--- src/rtl/reg_writeback.sv ---
// reg_writeback: two-entry write-back queue between the load/ALU request
// ports and a single register-file write port.
//   - Load requests have fixed priority over ALU requests; one accept per edge.
//   - Requests targeting index 6 or 7 are accepted but discarded (rwbDROP pulse).
//   - The queue head is presented combinationally and pops when written.
// Optional feature macro: RWB_FORWARD_EN (youngest-match data forwarding).
module reg_writeback (
  input  logic       rwbCLK,
  input  logic       rwbRST,
  input  logic       rwbLdVALID,
  input  logic [2:0] rwbLdADDR,
  input  logic [4:0] rwbLdDATA,
  output logic       rwbLdREADY,
  input  logic       rwbAluVALID,
  input  logic [2:0] rwbAluADDR,
  input  logic [4:0] rwbAluDATA,
  output logic       rwbAluREADY,
  input  logic       rwbSTALL,
  output logic [2:0] rwbWr,
  output logic       rwbEN,
  output logic [4:0] rwbWRD,
  input  logic [2:0] rwbChkA,
  output logic       rwbPendA,
  output logic       rwbDROP,
  output logic [1:0] rwbCOUNT,
  output logic       rwbFwdHIT,
  output logic [4:0] rwbFwdDATA
);

  localparam int unsigned IDX_W  = 3;
  localparam int unsigned DATA_W = 5;
  localparam int unsigned DEPTH  = 2;
  localparam int unsigned CNT_W  = 2;

  localparam logic [IDX_W-1:0] DROP_MIN_IDX = IDX_W'(6);
  localparam logic [CNT_W-1:0] CNT_FULL     = CNT_W'(DEPTH);

  // Queue storage and bookkeeping
  logic [IDX_W-1:0]  r_idx  [DEPTH];
  logic [DATA_W-1:0] r_data [DEPTH];
  logic              r_wr_ptr;
  logic              r_rd_ptr;
  logic [CNT_W-1:0]  r_count;
  logic              r_drop;

  // Request selection and queue control
  logic              w_full;
  logic              w_empty;
  logic              w_ld_acc;
  logic              w_alu_acc;
  logic              w_acc;
  logic [IDX_W-1:0]  w_acc_idx;
  logic [DATA_W-1:0] w_acc_data;
  logic              w_push;
  logic              w_pop;
  logic              w_tail_ptr;
  logic              w_hit_head;
  logic              w_hit_tail;

  assign w_full     = (r_count == CNT_FULL);
  assign w_empty    = (r_count == CNT_W'(0));
  assign w_tail_ptr = ~r_rd_ptr;

  // Readiness depends on fullness only, never on a same-cycle pop
  assign rwbLdREADY  = !rwbRST && !w_full;
  assign rwbAluREADY = !rwbRST && !w_full && !rwbLdVALID;

  assign w_ld_acc  = rwbLdVALID  && rwbLdREADY;
  assign w_alu_acc = rwbAluVALID && rwbAluREADY;
  assign w_acc     = w_ld_acc || w_alu_acc;

  // Mux the accepted request; load wins whenever it is accepted
  always_comb begin
    w_acc_idx  = '0;
    w_acc_data = '0;
    if (w_ld_acc) begin
      w_acc_idx  = rwbLdADDR;
      w_acc_data = rwbLdDATA;
    end else if (w_alu_acc) begin
      w_acc_idx  = rwbAluADDR;
      w_acc_data = rwbAluDATA;
    end
  end

  assign w_push = w_acc && (w_acc_idx < DROP_MIN_IDX);
  assign w_pop  = rwbEN;

  // Register-file write port: head of queue, zero when empty or in reset
  assign rwbEN    = !rwbRST && !w_empty && !rwbSTALL;
  assign rwbWr    = (rwbRST || w_empty) ? '0 : r_idx[r_rd_ptr];
  assign rwbWRD   = (rwbRST || w_empty) ? '0 : r_data[r_rd_ptr];
  assign rwbCOUNT = r_count;
  assign rwbDROP  = r_drop;

  // Pending-write check against valid entries only (head, then tail)
  assign w_hit_head = !w_empty && (r_idx[r_rd_ptr] == rwbChkA);
  assign w_hit_tail = w_full   && (r_idx[w_tail_ptr] == rwbChkA);
  assign rwbPendA   = !rwbRST && (w_hit_head || w_hit_tail);

`ifdef RWB_FORWARD_EN
  // Forward the youngest matching entry; the tail is younger than the head
  always_comb begin
    rwbFwdHIT  = rwbPendA;
    rwbFwdDATA = '0;
    if (!rwbRST) begin
      if (w_hit_tail) begin
        rwbFwdDATA = r_data[w_tail_ptr];
      end else if (w_hit_head) begin
        rwbFwdDATA = r_data[r_rd_ptr];
      end
    end
  end
`else
  assign rwbFwdHIT  = 1'b0;
  assign rwbFwdDATA = '0;
`endif

  // Queue state update: push at tail, pop at head, pointers wrap modulo 2
  always_ff @(posedge rwbCLK or posedge rwbRST) begin
    if (rwbRST) begin
      r_wr_ptr <= 1'b0;
      r_rd_ptr <= 1'b0;
      r_count  <= '0;
      r_drop   <= 1'b0;
      for (int i = 0; i < int'(DEPTH); i++) begin
        r_idx[i]  <= '0;
        r_data[i] <= '0;
      end
    end else begin
      r_drop <= w_acc && !w_push;
      if (w_push) begin
        r_idx[r_wr_ptr]  <= w_acc_idx;
        r_data[r_wr_ptr] <= w_acc_data;
        r_wr_ptr         <= ~r_wr_ptr;
      end
      if (w_pop) begin
        r_rd_ptr <= ~r_rd_ptr;
      end
      case ({w_push, w_pop})
        2'b10:   r_count <= CNT_W'(r_count + CNT_W'(1));
        2'b01:   r_count <= CNT_W'(r_count - CNT_W'(1));
        default: r_count <= r_count;
      endcase
    end
  end

endmodule

--- config.mk ---
export PLATFORM = sky130hd
export DESIGN_NAME = reg_writeback
export DESIGN_NICKNAME = d
export VERILOG_FILES = /design/src/rtl/reg_writeback.sv
export SDC_FILE = /design/constraint.sdc
export NUM_CORES = 1
export LEC_CHECK = 0
export CAP_MARGIN = 20
export CORE_MARGIN = 2
export CORE_UTILIZATION = 44
export DETAILED_ROUTE_END_ITERATION = 6
export PLACE_DENSITY = 0.86
export SLEW_MARGIN = 10
export SYNTH_ARGS = -nofsm -noshare
export SYNTH_HDL_FRONTEND = slang
export SYNTH_SLANG_ARGS = --single-unit
--- constraint.sdc ---
create_clock -name rwbCLK -period 2.5 [get_ports rwbCLK]
set_input_delay 0.5 -clock rwbCLK [delete_from_list [all_inputs] [get_ports rwbCLK]]
set_output_delay 0.5 -clock rwbCLK [all_outputs]
set_load 0.02 [all_outputs]
=== After elaboration in Yosys (flattened, before gate mapping) ===
Cells that the tools add are included.

* Eq/ne operators: 5
* Reduce and logical (&&, ||, !) cells: 23
* Order comparisons: 5
* Bitwise operators: 5
* Add/subtract/negate cells: 2
* Muxes and demuxes: 22

{| class="wikitable"
|+ Operators by type and width
! cell !! number
|-
| $mux 5 || 7
|-
| $mux 3 || 10
|-
| $logic_and 1x1->1 || 12
|-
| $bwmux 10 || 1
|-
| $bwmux 6 || 1
|-
| $eq 3x3->1 || 2
|-
| $ge 2x2->1 const B || 3
|-
| $logic_not 1->1 || 6
|-
| $not 1->2 || 3
|-
| $demux 5 s1 || 1
|-
| $eq 2x2->1 const B || 2
|-
| $pmux 2 s2 || 1
|-
| $demux 3 s1 || 1
|-
| $logic_or 1x1->1 || 3
|-
| $lt 3x3->1 const B || 1
|-
| $add 2x1->2 const B || 1
|-
| $eq 2x1->1 const B || 1
|-
| $logic_not 2->1 || 1
|-
| $lt 2x1->1 const B || 1
|-
| $not 1->1 || 2
|-
| $reduce_bool 2->1 || 1
|-
| $sub 2x1->2 const B || 1
|}

* Logic and storage cells: 70
* Register bits: 21
* Input port bits: 24

=== Depth between registers and ports, before layout ===
* Depth after elaboration: 11
* Depth in mapped cells: 7
* Gate-level depth less buffers: 7

=== Worst setup path before layout ===
Ideal clock, no wire load.

* Kind: input -> output
* From: input port rwbRST
* To: output port rwbPendA
* Arrival time: 2.261 ns
* Stages: 3
* Path buffers: 0
* Setup slack: -0.261 ns
* Cell sequence: inv_1 > o21ai_1 > o41ai_1

* Longest elaborated chain between the ends: 2

{| class="wikitable"
|+ Ends and longest elaborated chain
! element !! RTL line !! source
|-
| start: declaration || 9 || <nowiki>input logic rwbRST,</nowiki>
|-
| $logic_not 1->1 (no line) || - ||
|-
| $logic_and 1x1->1 || 98 || <nowiki>assign rwbPendA = !rwbRST && (w_hit_head || w_hit_tail);</nowiki>
|-
| end: declaration || 23 || <nowiki>output logic rwbPendA,</nowiki>
|}

Every way passes these cells.

=== Worst setup path in the final report ===
* From: input port rwbRST
* To: output port rwbWRD[0]

* Longest elaborated chain between the ends: 2

{| class="wikitable"
|+ Ends and longest elaborated chain
! element !! RTL line !! source
|-
| $logic_or 1x1->1 || 91 || <nowiki>assign rwbWRD = (rwbRST || w_empty) ? '0 : r_data[r_rd_ptr];</nowiki>
|-
| $mux 5 || 91 ||
|-
| end: declaration || 21 || <nowiki>output logic [4:0] rwbWRD,</nowiki>
|}

Every way passes these cells.

==> tab_implementation.tex <==
\begin{tabular}{lr}
\hline
Metric & Value \\
\hline
\multicolumn{2}{l}{\textbf{Yosys}} \\
Area contributors post-synth & sky130\_fd\_sc\_hd\_\_dfrtp\_1 42\%, sky130\_fd\_sc\_hd\_\_mux2\_2 13\%, sky130\_fd\_sc\_hd\_\_mux2i\_1 8.8\% \\
Number of storage elements in the synthesis netlist & 21 \\
Sequential area share after synthesis & 42.0\% \\
Post-synthesis cell area & 1250 um2 \\
Ys flop type & sky130\_fd\_sc\_hd\_\_dfrtp\_1 \\
Async set or reset register ratio after synthesis & 100\% \\
Post-synthesis average cell area & 10.8 um2 \\
Share of the synthesized area in the top cell type & 42.0\% \\
Yosys warnings & 0 \\
Number of flops mapped to enable cells by yosys & 0 \\
Top cell types by occurrence after synthesis & 21 x sky130\_fd\_sc\_hd\_\_dfrtp\_1, 21 x sky130\_fd\_sc\_hd\_\_nor2\_1, 15 x sky130\_fd\_sc\_hd\_\_mux2\_2 \\
Most area-hungry cell type in the Yosys netlist & sky130\_fd\_sc\_hd\_\_dfrtp\_1 \\
Distinct cells, synth & 27 \\
Cells after synthesis & approximately 120 \\
\multicolumn{2}{l}{\textbf{Global route}} \\
First-pass GRT wire length & 4770 um \\
Initial antenna violation count & 0 \\
Number of global-route vias before repair & 1072 \\
Aggregate global routing overflow & 0 \\
Gr usage total & about a fifth \\
Largest net degree at the start of global routing & 22 \\
\multicolumn{2}{l}{\textbf{Drt}} \\
Post-route ant nets & 0 \\
Highest metal layer with signal wires & met4 \\
WL/cell & 15.4 um \\
Iteration count of the initial detailed-routing pass & 4 \\
Average via count per standard cell & 5.27 \\
First-iteration detailed-routing DRC count & 15 \\
Routed wl met2 & 1530 um \\
Total length of routed wires & just under 3000 um \\
Overall via count from detail\_route & 1018 \\
Met1 wire length & $\sim$1200 um \\
Detailed route wirelength on metal3 & 163 um \\
Residual DRC count & 0 \\
\multicolumn{2}{l}{\textbf{Clock network}} \\
Clock transition time at the flip-flop clock pins of the worst setup and hold paths & 120 ps \\
Number of buffers inserted by post-CTS setup repair & 0 \\
Sink count of the clock tree & 21 \\
TritonCTS clock tree & built \\
Worst-skew pair later-pin latency & 310 ps \\
Deepest level of the CTS H-tree & 1 \\
\# hold bufs at CTS & 0 \\
Number of clock buffers inserted by TritonCTS & 3 \\
Clk Tree Root Cell & sky130\_fd\_sc\_hd\_\_clkbuf\_4 \\
Number of buffers between clock root and the deepest sink & 2 \\
\multicolumn{2}{l}{\textbf{Final layout}} \\
Diode insertion count for antenna repair & 0 \\
Share of final-layout standard cells stronger than drive strength 1 & 21.0\% \\
Area delta synth->final & 37.0\% \\
\# nets final & 188 \\
Total non-filler cell area in the finished layout & roughly 1700 um2 \\
\multicolumn{2}{l}{\textbf{Worst setup path}} \\
Cells traversed along the worst timing path & clkdlybuf4s50\_1, clkinvlp\_4, o21ai\_1, buf\_4, nor2\_1, dlygate4sd2\_1 \\
Critical path's top delay family & buffers and inverters \\
Element type at the critical path start & input pin \\
Slowest-stage cell, CP & sky130\_fd\_sc\_hd\_\_clkdlybuf4s50\_1 \\
Maximum cell stage delay along the critical path & between 500 and 600 ps \\
Critical path class & in2out \\
Largest fanout on the critical path & 9 \\
Length in cells of the worst reg-to-reg path & 7 \\
Critical Path End Type & primary output \\
Reg-to-Reg Start & rwbCOUNT[0] \\
FF-to-FF setup slack & 660 ps \\
Worst path bufs/invs & 4 \\
Data required, critical path & 2000 ps \\
R2R Path End & rwbCOUNT[1] \\
Data arrival at the endpoint of the critical path & 1910 ps \\
\multicolumn{2}{l}{\textbf{Floorplanning}} \\
Standard cell core area & 2730 um2 \\
Die width & 57.4 um \\
Die Y-Extent & roughly 57 um \\
\# rows & 19 \\
Starting density of the core & around 46\% \\
Number of placed I/O pins & 45 \\
Full die area & 3290 um2 \\
\multicolumn{2}{l}{\textbf{Placement}} \\
Input/output buffers & 38 \\
Placement Cell Area & 1700 um2 \\
Post-detailed-placement half-perimeter wirelength & 2430 um \\
Routability cong. & 0.837 \\
\multicolumn{2}{l}{\textbf{Worst hold path}} \\
Capture endpoint of the worst hold path & r\_data[5] \\
Hold/Removal Path Class & reg2reg \\
Depth of the worst hold-timing path & 1 \\
Startpoint of the tightest hold check path & r\_data[5] \\
\multicolumn{2}{l}{\textbf{STA}} \\
Peak clock frequency supported by timing & slightly above 400 MHz \\
Slew Limit Fails & 0 \\
Period Utilization, post-route & slightly below 100\% \\
Setup-failing EPs final & 0 \\
Relative max-transition margin & between 60\% and 70\% \\
Worst clock skew & 10.2 ps \\
Number of endpoints with negative hold slack in the final report & 0 \\
Worst Tran Pin Value & 534 ps \\
RSZ-0062 raised after global routing & no \\
Clock period minus final worst setup slack & about 2400 ps \\
\multicolumn{2}{l}{\textbf{Power}} \\
Total power per unit cell area & 966 nW/um2 \\
Power Total & around 1.7 mW \\
Max VDD drop & 640 uV \\
Lkg Pwr & 0.838 nW \\
\multicolumn{2}{l}{\textbf{Job}} \\
Maximum capacitance violations & 0 \\
\multicolumn{2}{l}{\textbf{Status}} \\
Run status & finished clean \\
\hline
\end{tabular}
-- power breakdown --
group / internal, mW / switching (mW)
Clock: 0.0597 / 0.102
Sequential: 0.504 / 0.141
Combinational: 0.436 / 0.415
Total: 0.999 / 0.658
-- layout make-up --
class                           count  area (um2)
Fill cell                         237        1020
Multi-Input combinational cell     89         686
Sequential cell                    21         527
Timing Repair Buffer               46         425
Tap cell                           31        38.8
Clock buffer                        3        22.5
Inverter                            2        11.3
Clock inverter                      1        5.00
-- worst register-to-register path, stage by stage (launching register included) --
cell                      delay, ps
sky130_fd_sc_hd__dfrtp_1        480
sky130_fd_sc_hd__o21ai_1        250
sky130_fd_sc_hd__buf_4          220
sky130_fd_sc_hd__nor2_1          70
sky130_fd_sc_hd__buf_4          140
sky130_fd_sc_hd__ha_1           320
sky130_fd_sc_hd__nor2_1         150
sky130_fd_sc_hd__xor2_1         150
-- per-layer routing --
layer  vias to the layer above  GRT usage [%]
li1                        486              -
met5                         -              0
met1                       480           23.5
met2                        46           32.8
met3                         6           2.27
met4                         0           9.63
-- worst max-delay path by stage --
stage	startpoint	end	slack (ps)	depth (start not counted)
final	rwbRST	rwbWRD[0]	90	6
after global routing	rwbRST	rwbEN	20	6
after detailed placement	rwbRST	rwbPendA	-140	5
after CTS	rwbRST	rwbLdREADY	20	6
after global placement	rwbRST	rwbPendA	-100	5
after floorplan	rwbRST	rwbCOUNT[1]	270	7
-- kinds of logic (layout without fill, tap and decap cells) --
family | after synthesis | in the layout | synth area share (%)
other | 1 | 6 | 0.299
adder cells (fa/ha/maj) | 1 | 1 | 0.999
buffers and inverters | 11 | 52 | 5.40
multiplexers | 27 | 27 | 23.2
AO/OA/AOI/OAI | 10 | 10 | 5.69
XOR/XNOR | 11 | 11 | 7.69
flip-flops | 21 | 21 | 42.0
AND/OR/NAND/NOR | 34 | 34 | 14.8
-- layout by cell type (no fill, tap or decap), drive strengths merged, types with 6 or more instances in the layout --
| cell type | instances |
|---|---|
| mux2i | 11 |
| clkdlybuf4s50 | 26 |
| a22oi | 7 |
| dlygate4sd2 | 10 |
| xnor2 | 6 |
| nor2 | 21 |
| mux2 | 16 |
| dfrtp | 21 |
| conb | 6 |
| buf | 8 |
-- flip-flops by register name, indices dropped and copies added (netlist names) --
register / count
r_data: 10
r_idx: 6
rwbCOUNT: 2
rwbDROP: 1
r_rd_ptr: 1
r_wr_ptr: 1
-- through the flow --
stage | hold WS [ps] | util [%] | std cells | setup slack [ps] | TNS [ps]
global placement | 486 | 62.2 | 189 | -102 | -470
detailed placement | 492 | 62.2 | 189 | -145 | -1070
finish | 521 | 62.7 | 193 | 92.7 | 0
CTS | 520 | 62.8 | 193 | 22.1 | 0
floorplan | 371 | - | 121 | 272 | 0
global route | 544 | 62.7 | 193 | 17.4 | 0
-- timing repair --
action / in CTS / in global routing
gates cloned: 0 / 0
resized for setup: 12 / 4
endpoints found under the setup margin: 11 / 2
No activity file was read; power rests on OpenSTA's default activity.
